`src/rtl/jtag_tap_param.sv`:
```
// Parametrised IEEE 1149.1-style TAP controller clocked by clk/ena.
// It has an IDCODE register, a USER data register and a bypass fallback for unknown opcodes.
module jtag_tap_param #(
  parameter int unsigned         IR_W         = 4,
  parameter int unsigned         USER_W       = 8,
  parameter logic [31:0]         IDCODE       = 32'h4BA0_0477,
  parameter logic [IR_W-1:0]     IDCODE_INSTR = 4'h1,
  parameter logic [IR_W-1:0]     USER_INSTR   = 4'h8,
  parameter logic [USER_W-1:0]   USER_RESET   = 8'h00
) (
  input  logic              clk,
  input  logic              rst,
  input  logic              ena,
  input  logic              tms,
  input  logic              tdi,
  output logic              tdo,
  output logic              tdo_oe,
  output logic [3:0]        state,
  output logic [IR_W-1:0]   ir_out,
  input  logic [USER_W-1:0] user_dr_in,
  output logic [USER_W-1:0] user_dr_out,
  output logic              user_update
);

  typedef enum logic [3:0] {
    TLR    = 4'd0,  RTI    = 4'd1,  SEL_DR = 4'd2,  CAP_DR = 4'd3,
    SH_DR  = 4'd4,  EX1_DR = 4'd5,  PA_DR  = 4'd6,  EX2_DR = 4'd7,
    UPD_DR = 4'd8,  SEL_IR = 4'd9,  CAP_IR = 4'd10, SH_IR  = 4'd11,
    EX1_IR = 4'd12, PA_IR  = 4'd13, EX2_IR = 4'd14, UPD_IR = 4'd15
  } tap_state_t;

  tap_state_t cur, nxt;

  logic [IR_W-1:0]   ir_sr;
  logic [31:0]       id_sr;
  logic [USER_W-1:0] user_sr;
  logic              byp_sr;
  logic              sel_id, sel_user, to_tlr;

  assign sel_id   = (ir_out == IDCODE_INSTR);
  assign sel_user = (ir_out == USER_INSTR) && !sel_id;
  assign state    = cur;
  assign tdo_oe   = (cur == SH_DR) || (cur == SH_IR);

  always_ff @(posedge clk or posedge rst) begin
    if (rst)      cur <= TLR;
    else if (ena) cur <= nxt;
  end

  always_comb begin
    nxt = cur;
    case (cur)
      TLR:    nxt = tms ? TLR    : RTI;
      RTI:    nxt = tms ? SEL_DR : RTI;
      SEL_DR: nxt = tms ? SEL_IR : CAP_DR;
      CAP_DR: nxt = tms ? EX1_DR : SH_DR;
      SH_DR:  nxt = tms ? EX1_DR : SH_DR;
      EX1_DR: nxt = tms ? UPD_DR : PA_DR;
      PA_DR:  nxt = tms ? EX2_DR : PA_DR;
      EX2_DR: nxt = tms ? UPD_DR : SH_DR;
      UPD_DR: nxt = tms ? SEL_DR : RTI;
      SEL_IR: nxt = tms ? TLR    : CAP_IR;
      CAP_IR: nxt = tms ? EX1_IR : SH_IR;
      SH_IR:  nxt = tms ? EX1_IR : SH_IR;
      EX1_IR: nxt = tms ? UPD_IR : PA_IR;
      PA_IR:  nxt = tms ? EX2_IR : PA_IR;
      EX2_IR: nxt = tms ? UPD_IR : SH_IR;
      UPD_IR: nxt = tms ? SEL_DR : RTI;
      default: nxt = TLR;
    endcase
  end

  // The TLR defaults are also applied on the edge that enters TLR,
  // so IDCODE is the active instruction as soon as TLR is reached.
  assign to_tlr = (cur == TLR) || (nxt == TLR);

  always_ff @(posedge clk or posedge rst) begin
    if (rst) begin
      ir_out      <= IDCODE_INSTR;
      user_dr_out <= USER_RESET;
      user_update <= 1'b0;
      ir_sr       <= '0;
      id_sr       <= '0;
      user_sr     <= '0;
      byp_sr      <= 1'b0;
    end else begin
      user_update <= 1'b0;
      if (ena) begin
        if (to_tlr) begin
          ir_out  <= IDCODE_INSTR;
          ir_sr   <= '0;
          id_sr   <= '0;
          user_sr <= '0;
          byp_sr  <= 1'b0;
        end else begin
          case (cur)
            CAP_IR: ir_sr <= IR_W'(2'b01);
            SH_IR:  ir_sr <= {tdi, ir_sr[IR_W-1:1]};
            UPD_IR: ir_out <= ir_sr;
            CAP_DR: begin
              if (sel_id)        id_sr   <= IDCODE;
              else if (sel_user) user_sr <= user_dr_in;
              else               byp_sr  <= 1'b0;
            end
            SH_DR: begin
              if (sel_id)        id_sr   <= {tdi, id_sr[31:1]};
              else if (sel_user) user_sr <= (user_sr >> 1) | (USER_W'(tdi) << (USER_W - 1));
              else               byp_sr  <= tdi;
            end
            UPD_DR: begin
              if (sel_user) begin
                user_dr_out <= user_sr;
                user_update <= 1'b1;
              end
            end
            default: ;
          endcase
        end
      end
    end
  end

  always_comb begin
    tdo = 1'b0;
    if (cur == SH_IR)      tdo = ir_sr[0];
    else if (cur == SH_DR) tdo = sel_id ? id_sr[0] : (sel_user ? user_sr[0] : byp_sr);
  end

endmodule
```
`config.mk`:
```
export PLATFORM = sky130hd
export DESIGN_NAME = jtag_tap_param
export DESIGN_NICKNAME = d
export VERILOG_FILES = /design/src/rtl/jtag_tap_param.sv
export SDC_FILE = /design/constraint.sdc
export NUM_CORES = 1
export LEC_CHECK = 0
export ABC_CLOCK_PERIOD_IN_PS = 2800
export BUFFER_PORTS_ARGS = -buffer_cell sky130_fd_sc_hd__buf_2
export CORE_MARGIN = 3
export CORE_UTILIZATION = 31
export CTS_BUF_LIST = sky130_fd_sc_hd__clkbuf_4 sky130_fd_sc_hd__clkbuf_8
export CTS_CLUSTER_DIAMETER = 40
export DETAILED_ROUTE_END_ITERATION = 7
export GPL_TIMING_DRIVEN = 0
export SLEW_MARGIN = 40
export SYNTH_ARGS = -nofsm -noshare
export SYNTH_HDL_FRONTEND = slang
export SYNTH_SLANG_ARGS = --single-unit
```
`constraint.sdc`:
```
create_clock -name clk -period 2.8 [get_ports clk]
set_input_delay 0.56 -clock clk [delete_from_list [all_inputs] [get_ports clk]]
set_output_delay 0.56 -clock clk [all_outputs]
set_load 0.02 [all_outputs]
```
==> key figures, run 1 <==
Synthesis
  – Yosys top cell area share: 48.6%
  – Post-synth EDFFs: 0
  – Syn Inst Count: approximately 310
  – Post-synth top area cell: dfrtp_1
  – FFs w/ async S/R, synth: 100%
  – Count leader, synth: dfrtp_1
  – Avg Cell Area, Syn: 10.0 um2
  – Seq/Total Area, Yosys: 49.4%
  – Ranking of synthesized cells by area: dfrtp_1 49%, mux2_2 6.1%, nand2_1 4.5%, nand3_1 4.3%, o21ai_1 3.5%
  – Most used DFF post-synth: dfrtp_1
  – Mapped Nets: 327
  – Post-Syn Area: 3140 um2
  – Register bit total from synthesis: 62
  – Synth top cells by count: 61 x dfrtp_1, 38 x nand2_1, 27 x nand3_1
  – Warnings, synthesis: 0
  – Synth unique cells: 50

Cells and area
  – Layout cells sized above 1: 25.6%
  – FILL cells: a little over 1000
  – Fin area: 3680 um2
  – Util after Layout: 37.5%
  – # diodes: 0
  – Post-Layout Cell Count: about 490
  – Synth-to-Final Area Change: 17.2%
  – Layout Nets: 370

STA
  – Tcrit/Tclk final: 93.5%
  – Max Transition Viols Final: 0
  – Clock skew: 0.0145 ns
  – Max Fclk: 382 MHz
  – Period minus WS final: around 2.6 ns
  – Slew of the pin with the lowest slew margin: 0.508 ns
  – # setup viols final: 0
  – Worst slew margin: 66.1%
  – Hold Vio Cnt, Final: 0
  – Crit path setup slack, layout: 0.181 ns
  – Unrepaired setup endpoints after global routing: false

GRT
  – Largest net degree at the start of global routing: 33
  – Tot GR Track Use: 13.9%
  – GRT overflow: 0
  – First-pass GRT wire length: 12.6 mm
  – Initial antenna violation count: 0
  – Vias in the first global route: approximately 2500

Die
  – Boundary pin count: 32
  – Initial Util: 32.0%
  – Site Rows: 36
  – Chip width: 107 um
  – Die ar.: 11400 um2
  – CORE AREA: 9820 um2
  – Chip height: 107 um

Pwr
  – Leakage: around 1.7 nW
  – Pwr per Cell Area: roughly 990 nW/um2
  – Pwr Total: roughly 0.0036 W
  – VDD IR max: 560 uV

Placement
  – Post-Place Setup Slack: 0.504 ns
  – Dpl hpwl: 5.23 mm
  – IO Port Bufs: 31
  – Placer Congestion: approximately 0.85
  – Placed insts: 479
  – Placed Area: 3490 um2

Clock tree
  – CTS tree: done
  – CTS max path bufs: 2
  – Number of buffers created by CTS: 9
  – Clock transition at the registers of the reported paths: around 0.070 ns
  – Clk_lat worst skew: 0.34 ns
  – Postcts setup bufs: 0
  – Clock Tree Root: clkbuf_8
  – H-tree levels: 3
  – Sink Count: 62

Setup path
  – Critical Path End Type: primary output
  – CP Depth: 5
  – Top delay family on crit path: flip-flops
  – Maximum net fanout on the critical path: 10
  – Max incr delay on CP: ~0.55 ns
  – Buf/Inv on CP: 3
  – Crit path required time: ~2.2 ns
  – Crit path DAT: 2.06 ns
  – Worst Reg-to-Reg Cells: 4
  – Crit-path cells: buf_4 > inv_2 > or3_1 > o32ai_1 > buf_2
  – Slowest CP cell: dfrtp_1
  – CP startpoint kind: flop
  – Crit Path Class: flop to primary output

Drt
  – Pre-antenna DRT Iters: 5
  – DRC: 0
  – Via-per-instance ratio: a little over 5
  – DR iter-0 viols: 80
  – WL final: 7.35 mm
  – Number of routed nets with antenna violations: 0
  – Drt wl/cell: 14.9 um
  – Vias after detailed routing: 2497

Min path
  – Hold crit path type: input port to asynchronous set/reset pin

Status
  – Status: completed

Job
  – Max-cap violation count: 0
## area by class of cell
cell class              count  area, um2  area share [%]
plain buffers              23        129            3.50
clock buffers              12        165            4.48
clock inverters             1       30.0           0.815
inverters                  18       70.1            1.90
multi-input cells         211       1400            37.9
flip-flops and latches     62       1550            42.2
well taps                 133        166            4.52
repair buffers             32        175            4.76
## cell usage in the layout (no fill, tap or decap), types with 6 or more instances in the layout
cell | netlist | final
a21oi_1 | 17 | 17
nor2_1 | 14 | 14
clkbuf_8 | 0 | 12
o21ai_0 | 10 | 10
a22o_1 | 8 | 8
mux2_2 | 17 | 17
dfrtp_1 | 61 | 61
inv_1 | 16 | 15
buf_2 | 6 | 37
a221oi_1 | 6 | 6
nand3_1 | 27 | 27
mux2i_1 | 6 | 6
clkbuf_1 | 11 | 10
nand2_1 | 38 | 38
o21ai_1 | 22 | 22
## logic make-up after synthesis
family,Yosys count,synth area share (%)
DFF,62,49.4
and+or+nand+nor,100,17.8
buffers and inverters,41,6.21
AOI/OAI and AO/OA,88,18.6
muxes,23,8.00
## flip-flops by register name, indices dropped and copies added, names as in the netlist
register and cells:
byp_sr 1, id_sr 32, user_sr 8, ir_out 4, user_dr_out 8, ir_sr 4, state 4, user_update 1
## final timing paths
check / start / endpoint / slack (ns)
setup / recovery: state[1] / tdo / 0.18
hold / removal: rst / state[0] / 0.22
setup reg to reg: state[3] / user_dr_out[1] / 0.84
hold reg to reg: user_dr_out[3] / user_dr_out[3] / 0.50
max in group asynchronous: rst / ir_out[0] / 2.02
min in group clk: user_dr_out[3] / user_dr_out[3] / 0.50
## repair_timing
item | 4_1_cts | 5_1_grt
resized for setup | 0 | 2
hold buffers | 0 | 0
endpoints found under the setup margin | 0 | 1
## worst register-to-register path, cell delays in order, from the launching register on
cell	delay (ns)
dfrtp_1	0.34
buf_2	0.25
clkbuf_1	0.41
nand4b_2	0.43
mux2_2	0.41
## report_power, final
part,internal (W),switching (W),total (W)
logic,0.000592,0.000954,0.00155
clock network,0.000470,0.000329,0.000798
registers,0.00113,0.000168,0.00130
## metal layers
| metal | wire, um | GRT usage [%] | part of all wire, % |
|---|---|---|---|
| met5 | 0 | 0 | 0 |
| met4 | 66 | 3.93 | 0.90 |
| met3 | 234 | 3.61 | 3.2 |
| met2 | 3490 | 21.8 | 48 |
| met1 | 3550 | 19.1 | 48 |
## per-stage QoR
stage	hold WS, ns	setup TNS [ns]
after floorplan	0.466	0
after global placement	0.484	-5.19
after detailed placement	0.490	0
after CTS	0.225	0
after global routing	0.244	0
final	0.225	0
No activity file was read; power rests on OpenSTA's default activity.
==> run 2, diff against run 1 <==
--- a/config.mk
+++ b/config.mk
@@ -7,13 +7,13 @@
 export LEC_CHECK = 0
 export ABC_CLOCK_PERIOD_IN_PS = 2800
 export BUFFER_PORTS_ARGS = -buffer_cell sky130_fd_sc_hd__buf_2
-export CORE_MARGIN = 3
+export CORE_MARGIN = 2
 export CORE_UTILIZATION = 31
 export CTS_BUF_LIST = sky130_fd_sc_hd__clkbuf_4 sky130_fd_sc_hd__clkbuf_8
-export CTS_CLUSTER_DIAMETER = 40
+export CTS_CLUSTER_DIAMETER = 30
 export DETAILED_ROUTE_END_ITERATION = 7
 export GPL_TIMING_DRIVEN = 0
-export SLEW_MARGIN = 40
+export SLEW_MARGIN = 20
 export SYNTH_ARGS = -nofsm -noshare
 export SYNTH_HDL_FRONTEND = slang
 export SYNTH_SLANG_ARGS = --single-unit
==> key figures, run 2 (synthesis results as in run 1) <==
STA
  – Setup_tns: 0 ns (unchanged)
  – Clock skew: 0.00718 ns (-0.00727 ns)
  – Unrepaired setup endpoints after global routing: false
  – # setup viols final: 0 (unchanged)
  – Period minus WS final: 2.64 ns (+0.0172 ns)
  – Slew of the pin with the lowest slew margin: 0.506 ns (-0.00202 ns)
  – Worst slew margin: 66.3% (+0.13 points)
  – Crit path setup slack, layout: 0.164 ns (-0.0172 ns)
  – Max Fclk: 379 MHz (-0.65%)
  – Max Transition Viols Final: 0 (unchanged)
  – Tcrit/Tclk final: 94.1% (+0.61 points)
  – Hold Vio Cnt, Final: 0 (unchanged)

Setup path
  – Maximum net fanout on the critical path: 10 (unchanged)
  – CP startpoint kind: flop
  – Worst r2r src: state[3]
  – Worst Reg-to-Reg Cells: 4 (unchanged)
  – Crit path DAT: 2.08 ns (+0.02 ns)
  – FF-to-FF End: user_dr_out[2]
  – Crit Path Class: flop to primary output
  – R2R setup slack: 0.88 ns (+0.04 ns)
  – Critical Path End Type: primary output
  – Crit path required time: 2.24 ns (about the same)

Drt
  – WL final: 7.38 mm (+0.42%)
  – DRC: 0 (unchanged)
  – Drt wl/cell: 14.9 um (about the same)
  – DR iter-0 viols: 112 (+40%)
  – Number of routed nets with antenna violations: 0 (unchanged)
  – Pre-antenna DRT Iters: 4 (-1)
  – Via-per-instance ratio: 5.11 (+0.71%)
  – Vias after detailed routing: 2525 (+1.1%)

GRT
  – First-pass GRT wire length: 12.4 mm (-2.3%)
  – GRT overflow: 0 (unchanged)
  – Tot GR Track Use: 14.1% (+0.19 points)
  – Vias in the first global route: 2342 (-6.1%)
  – Initial antenna violation count: 0 (unchanged)
  – Largest net degree at the start of global routing: 41 (+24%)

Pwr
  – Leakage: 1.69 nW (-1.1%)
  – Sequential Power Share: 37.0% (+1.3 points)
  – Clk pwr share: 19.0% (-2.9 points)
  – Pwr per Cell Area: 964 nW/um2 (-2.6%)
  – Sw Ratio: 41.9% (+2.1 points)
  – VDD IR max: 424 uV (-24%)
  – Combinational power share: 44.0% (+1.6 points)
  – Internal power: 0.00204 W (-6.9%)
  – Sw Pwr: 0.00147 W (+1.5%)

Cells and area
  – Layout Nets: 370 (unchanged)
  – Register bank with the most flops: id_sr
  – # diodes: 0 (unchanged)
  – Synth-to-Final Area Change: 16.0%
  – Commonest non-fill, non-tap cell in the layout: dfrtp_1
  – Regs by FF count: id_sr x32, user_dr_out x8, user_sr x8
  – Max FFs per register: 32 (unchanged)
  – Commonest non-fill, non-tap cells in the layout: 61 x dfrtp_1, 38 x nand2_1, 37 x buf_2
  – Post-Layout Cell Count: 494 (+0.41%)
  – Layout cells sized above 1: 25.8% (+0.14 points)
  – Fin area: 3650 um2 (-1.0%)
  – Util after Layout: 37.1% (-0.38 points)
  – FILL cells: 1010 (-2.5%)

Clock tree
  – CTS max path bufs: 2 (unchanged)
  – CTS tree: done
  – # hold bufs at CTS: 0 (unchanged)
  – Postcts setup bufs: 0 (unchanged)
  – Clock transition at the registers of the reported paths: 0.07 ns (about the same)
  – Post_cts resized: 0 (unchanged)
  – H-tree levels: 3 (unchanged)
  – Number of buffers created by CTS: 9 (unchanged)
  – Sink Count: 62 (unchanged)
  – Clk_lat worst skew: 0.34 ns (about the same)
  – Clock Tree Root: clkbuf_8

Min path
  – Hold crit path type: input port to asynchronous set/reset pin

Placement
  – Post-Place Setup Slack: 0.518 ns (+0.0144 ns)
  – Placed Area: 3490 um2 (unchanged)
  – Dpl hpwl: 5.24 mm (+0.25%)
  – IO Port Bufs: 31 (unchanged)
  – Placer Congestion: 0.826 (-2.4%)
  – Placed insts: 479 (unchanged)

Die
  – Boundary pin count: 32 (unchanged)
  – Initial Util: 32.0% (unchanged)
  – Site Rows: 36 (unchanged)
  – Die ar.: 11000 um2 (-3.7%)
  – CORE AREA: 9820 um2 (unchanged)
  – Chip width: 105 um (-1.9%)
  – Chip height: 105 um (-1.9%)

Status
  – Status: completed

Job
  – Max-cap violation count: 0 (unchanged)
## run 2: worst max path at each step
stage / slack [ns] / start / to
after global routing: 0.02 / state[1] / tdo_oe
after detailed placement: 0.52 / state[1] / tdo_oe
after global placement: -0.07 / rst / state[3]
after CTS: 0.16 / state[1] / tdo_oe
after floorplan: 0.54 / state[1] / tdo
final: 0.16 / state[1] / tdo
## run 2: routing by layer
metal / global-route usage [%] / up-vias / share of wire [%]
met5: 0 / - / 0
met4: 4.00 / 0 / 0.96
met3: 3.81 / 5 / 2.3
met2: 21.8 / 32 / 49
met1: 19.5 / 1279 / 48
li1: - / 1209 / -
## run 2: per-stage QoR
step / power [W] / hold slack, ns
finish: 0.00352 / 0.167
global route: 0.00377 / 0.182
CTS: 0.00354 / 0.171
detailed placement: 0.00287 / 0.492
global placement: 0.00283 / 0.484
floorplan: 0.00246 / 0.466
## run 2: area by class of cell
cell class	count	area, um2	share of cell area [%]
flip-flops and latches	62	1550	42.6
well taps	133	166	4.56
clock inverters	5	27.5	0.755
plain buffers	23	128	3.50
repair buffers	32	175	4.80
clock buffers	10	131	3.60
multi-input cells	211	1400	38.3
inverters	18	70.1	1.92
## run 2: critical path, cell delays in order, from the launching register on
cell	delay, ns
dfrtp_1	0.56
buf_4	0.25
inv_2	0.08
or3_1	0.47
o32ai_1	0.16
buf_2	0.22
## run 2: power groups by stage
stage / registers (W) / logic (W) / clock network [W]
2_1_floorplan: 0.00133 / 0.00113 / 0
3_3_place_gp: 0.00131 / 0.00152 / 0
3_5_place_dp: 0.00132 / 0.00156 / 0
4_1_cts: 0.00130 / 0.00156 / 0.000683
5_1_grt: 0.00133 / 0.00171 / 0.000726
6_report: 0.00130 / 0.00155 / 0.000667
==> run 3, diff against run 2 <==
--- a/config.mk
+++ b/config.mk
@@ -8,11 +8,12 @@
 export ABC_CLOCK_PERIOD_IN_PS = 2800
 export BUFFER_PORTS_ARGS = -buffer_cell sky130_fd_sc_hd__buf_2
 export CORE_MARGIN = 2
-export CORE_UTILIZATION = 31
+export CORE_UTILIZATION = 30
 export CTS_BUF_LIST = sky130_fd_sc_hd__clkbuf_4 sky130_fd_sc_hd__clkbuf_8
 export CTS_CLUSTER_DIAMETER = 30
 export DETAILED_ROUTE_END_ITERATION = 7
 export GPL_TIMING_DRIVEN = 0
+export RECOVER_POWER = 50
 export SLEW_MARGIN = 20
 export SYNTH_ARGS = -nofsm -noshare
 export SYNTH_HDL_FRONTEND = slang
==> key figures, run 3 (synthesis results as in run 1) <==
Pwr
  – Leakage: 1.67 nW (-1.2%)
  – Internal power: 0.00222 W (+8.8%)
  – Combinational power share: 41.5% (-2.5 points)
  – Pwr per Cell Area: 1010 nW/um2 (+4.3%)
  – VDD IR max: 411 uV (-3.1%)
  – Clk pwr share: 23.2% (+4.2 points)
  – Sw Pwr: 0.00147 W (+0.18%)
  – Sequential Power Share: 35.3% (-1.7 points)
  – Sw Ratio: 39.9% (-2.0 points)

Setup path
  – Crit path launch: state[1]
  – CP startpoint kind: flop
  – R2R setup slack: 0.90 ns (+0.02 ns)
  – Crit path DAT: 2.12 ns (+0.04 ns)
  – Crit path required time: 2.24 ns (about the same)
  – Worst r2r src: state[3]
  – FF-to-FF End: user_dr_out[0]
  – Worst Reg-to-Reg Cells: 4 (unchanged)
  – Crit Path Class: flop to primary output
  – CP endpoint: tdo
  – Critical Path End Type: primary output
  – Maximum net fanout on the critical path: 10 (unchanged)

GRT
  – Initial antenna violation count: 0 (unchanged)
  – Met2 Use GR: 21.9% (+0.084 points)
  – First-pass GRT wire length: 12.4 mm (+0.56%)
  – Tot GR Track Use: 14.0% (-0.16 points)
  – Vias in the first global route: 2452 (+4.7%)
  – Largest net degree at the start of global routing: 47 (+15%)
  – GRT overflow: 0 (unchanged)
  – Met1 Track Usage GR: 19.1% (-0.41 points)
  – Met3 Resource Use GR: 3.74% (-0.065 points)
  – Most Crowded Layer GR: met2

Cells and area
  – Util after Layout: 36.0% (-1.2 points)
  – Multi-input logic area: 1400 um2 (+0.54%)
  – FILL cells: 1048 (+3.8%)
  – Layout Nets: 370 (unchanged)
  – # diodes: 0 (unchanged)
  – Layout cells sized above 1: 23.8% (-1.9 points)
  – Synth-to-Final Area Change: 17.0%
  – Regs by FF count: id_sr x32, user_dr_out x8, user_sr x8
  – Register bank with the most flops: id_sr
  – FF/Latch Area: 1550 um2 (unchanged)
  – Max FFs per register: 32 (unchanged)
  – Commonest non-fill, non-tap cell in the layout: dfrtp_1
  – Commonest non-fill, non-tap cells in the layout: 61 x dfrtp_1, 38 x nand2_1, 28 x buf_2

Placement
  – Placer Congestion: 0.837 (+1.3%)
  – Dpl hpwl: 5.09 mm (-2.9%)
  – IO Port Bufs: 31 (unchanged)
  – Post-Place Setup Slack: 0.459 ns (-0.0591 ns)

STA
  – Tcrit/Tclk final: 95.7% (+1.6 points)
  – Slew of the pin with the lowest slew margin: 1.16 ns (+0.651 ns)
  – Hold slack final: 0.296 ns (+0.129 ns)
  – Crit path setup slack, layout: 0.120 ns (-0.0439 ns)
  – Max Fclk: 373 MHz (-1.6%)
  – Clock skew: 0.00833 ns (+0.00115 ns)
  – Unrepaired setup endpoints after global routing: false
  – Worst slew margin: 22.8% (-43 points)
  – # setup viols final: 0 (unchanged)
  – Max Transition Viols Final: 0 (unchanged)
  – Setup_tns: 0 ns (unchanged)
  – Period minus WS final: 2.68 ns (+0.0439 ns)
  – Hold Vio Cnt, Final: 0 (unchanged)

Drt
  – WL final: 7.20 mm (-2.4%)
  – Pre-antenna DRT Iters: 5 (+1)
  – Via-per-instance ratio: 5.00 (-2.1%)
  – Drt wl/cell: 14.5 um (-2.9%)
  – Number of routed nets with antenna violations: 0 (unchanged)
  – DRC: 0 (unchanged)
  – DR iter-0 viols: 144 (+29%)
  – Vias after detailed routing: 2487 (-1.5%)

Clock tree
  – H-tree levels: 3 (unchanged)
  – # hold bufs at CTS: 0 (unchanged)
  – CTS max path bufs: 2 (unchanged)
  – Postcts setup bufs: 0 (unchanged)
  – Post_cts resized: 0 (unchanged)
  – Number of buffers created by CTS: 9 (unchanged)
  – Clock Tree Root: clkbuf_8
  – Sink Count: 62 (unchanged)
  – Clock transition at the registers of the reported paths: 0.07 ns (about the same)
  – CTS tree: done
  – Clk_lat worst skew: 0.34 ns (about the same)

Die
  – Site Rows: 37 (+2.8%)
  – Chip width: 106 um (+1.6%)
  – CORE AREA: 10200 um2 (+4.2%)
  – Initial Util: 30.7% (-1.3 points)
  – Boundary pin count: 32 (unchanged)
  – Die ar.: 11300 um2 (+3.2%)
  – Chip height: 106 um (+1.6%)

Min path
  – Hold crit path type: input port to asynchronous set/reset pin

Job
  – Max-cap violation count: 0 (unchanged)

Status
  – Status: completed
-- run 3: cell types whose count changed in the layout (fill, tap and decap cells not counted), moves of 2 or more --
| cell | previous run | this run |
|---|---|---|
| clkbuf_1 | 11 | 19 |
| buf_2 | 37 | 28 |
| clkbuf_2 | 0 | 2 |
| bufinv_16 | 0 | 2 |
-- run 3: per-layer routing --
layer	share of wire (%)	vias to the layer above	wire (um)
met5	0	-	0
met4	1.1	0	76
met3	3.6	8	256
met2	48	33	3470
met1	47	1236	3400
li1	-	1210	-
-- run 3: worst max-delay path: stages, from the launching register on --
cell,delay [ns]
dfrtp_1,0.56
buf_4,0.24
inv_2,0.08
or3_1,0.49
o32ai_2,0.18
buf_2,0.21
-- run 3: metrics by stage --
| stage | instance area, um2 | power [W] | std cells |
|---|---|---|---|
| 6_report | 3680 | 0.00370 | 497 |
| 4_1_cts | 3700 | 0.00372 | 497 |
| 3_5_place_dp | 3500 | 0.00286 | 482 |
| 3_3_place_gp | 3470 | 0.00282 | 481 |
| 5_1_grt | 3680 | 0.00396 | 497 |
| 2_1_floorplan | 3140 | 0.00246 | 314 |
-- run 3: area by class of cell --
class                   instances  area share, %
repair buffers                 32           4.05
plain buffers                  23           3.50
well taps                     136           4.63
multi-input cells             211           38.1
clock inverters                 5           2.04
inverters                      18           1.87
clock buffers                  10           3.57
flip-flops and latches         62           42.2
-- run 3: power groups by stage --
stage,logic (W),clock network [W],registers [W]
floorplan,0.00113,0,0.00133
global placement,0.00151,0,0.00131
detailed placement,0.00154,0,0.00132
CTS,0.00155,0.000873,0.00130
global route,0.00172,0.000915,0.00133
finish,0.00154,0.000856,0.00131
-- run 3: worst min path at each step --
stage                        start        endpoint  slack [ns]  cells past startpoint
floorplan                 ir_sr[1]       ir_out[1]        0.47                      2
global placement    user_dr_out[1]  user_dr_out[1]        0.48                      1
detailed placement  user_dr_out[3]  user_dr_out[3]        0.49                      1
CTS                            rst  user_dr_out[3]        0.15                      2
global route                   rst  user_dr_out[5]        0.36                      2
finish                         rst  user_dr_out[1]        0.30                      2
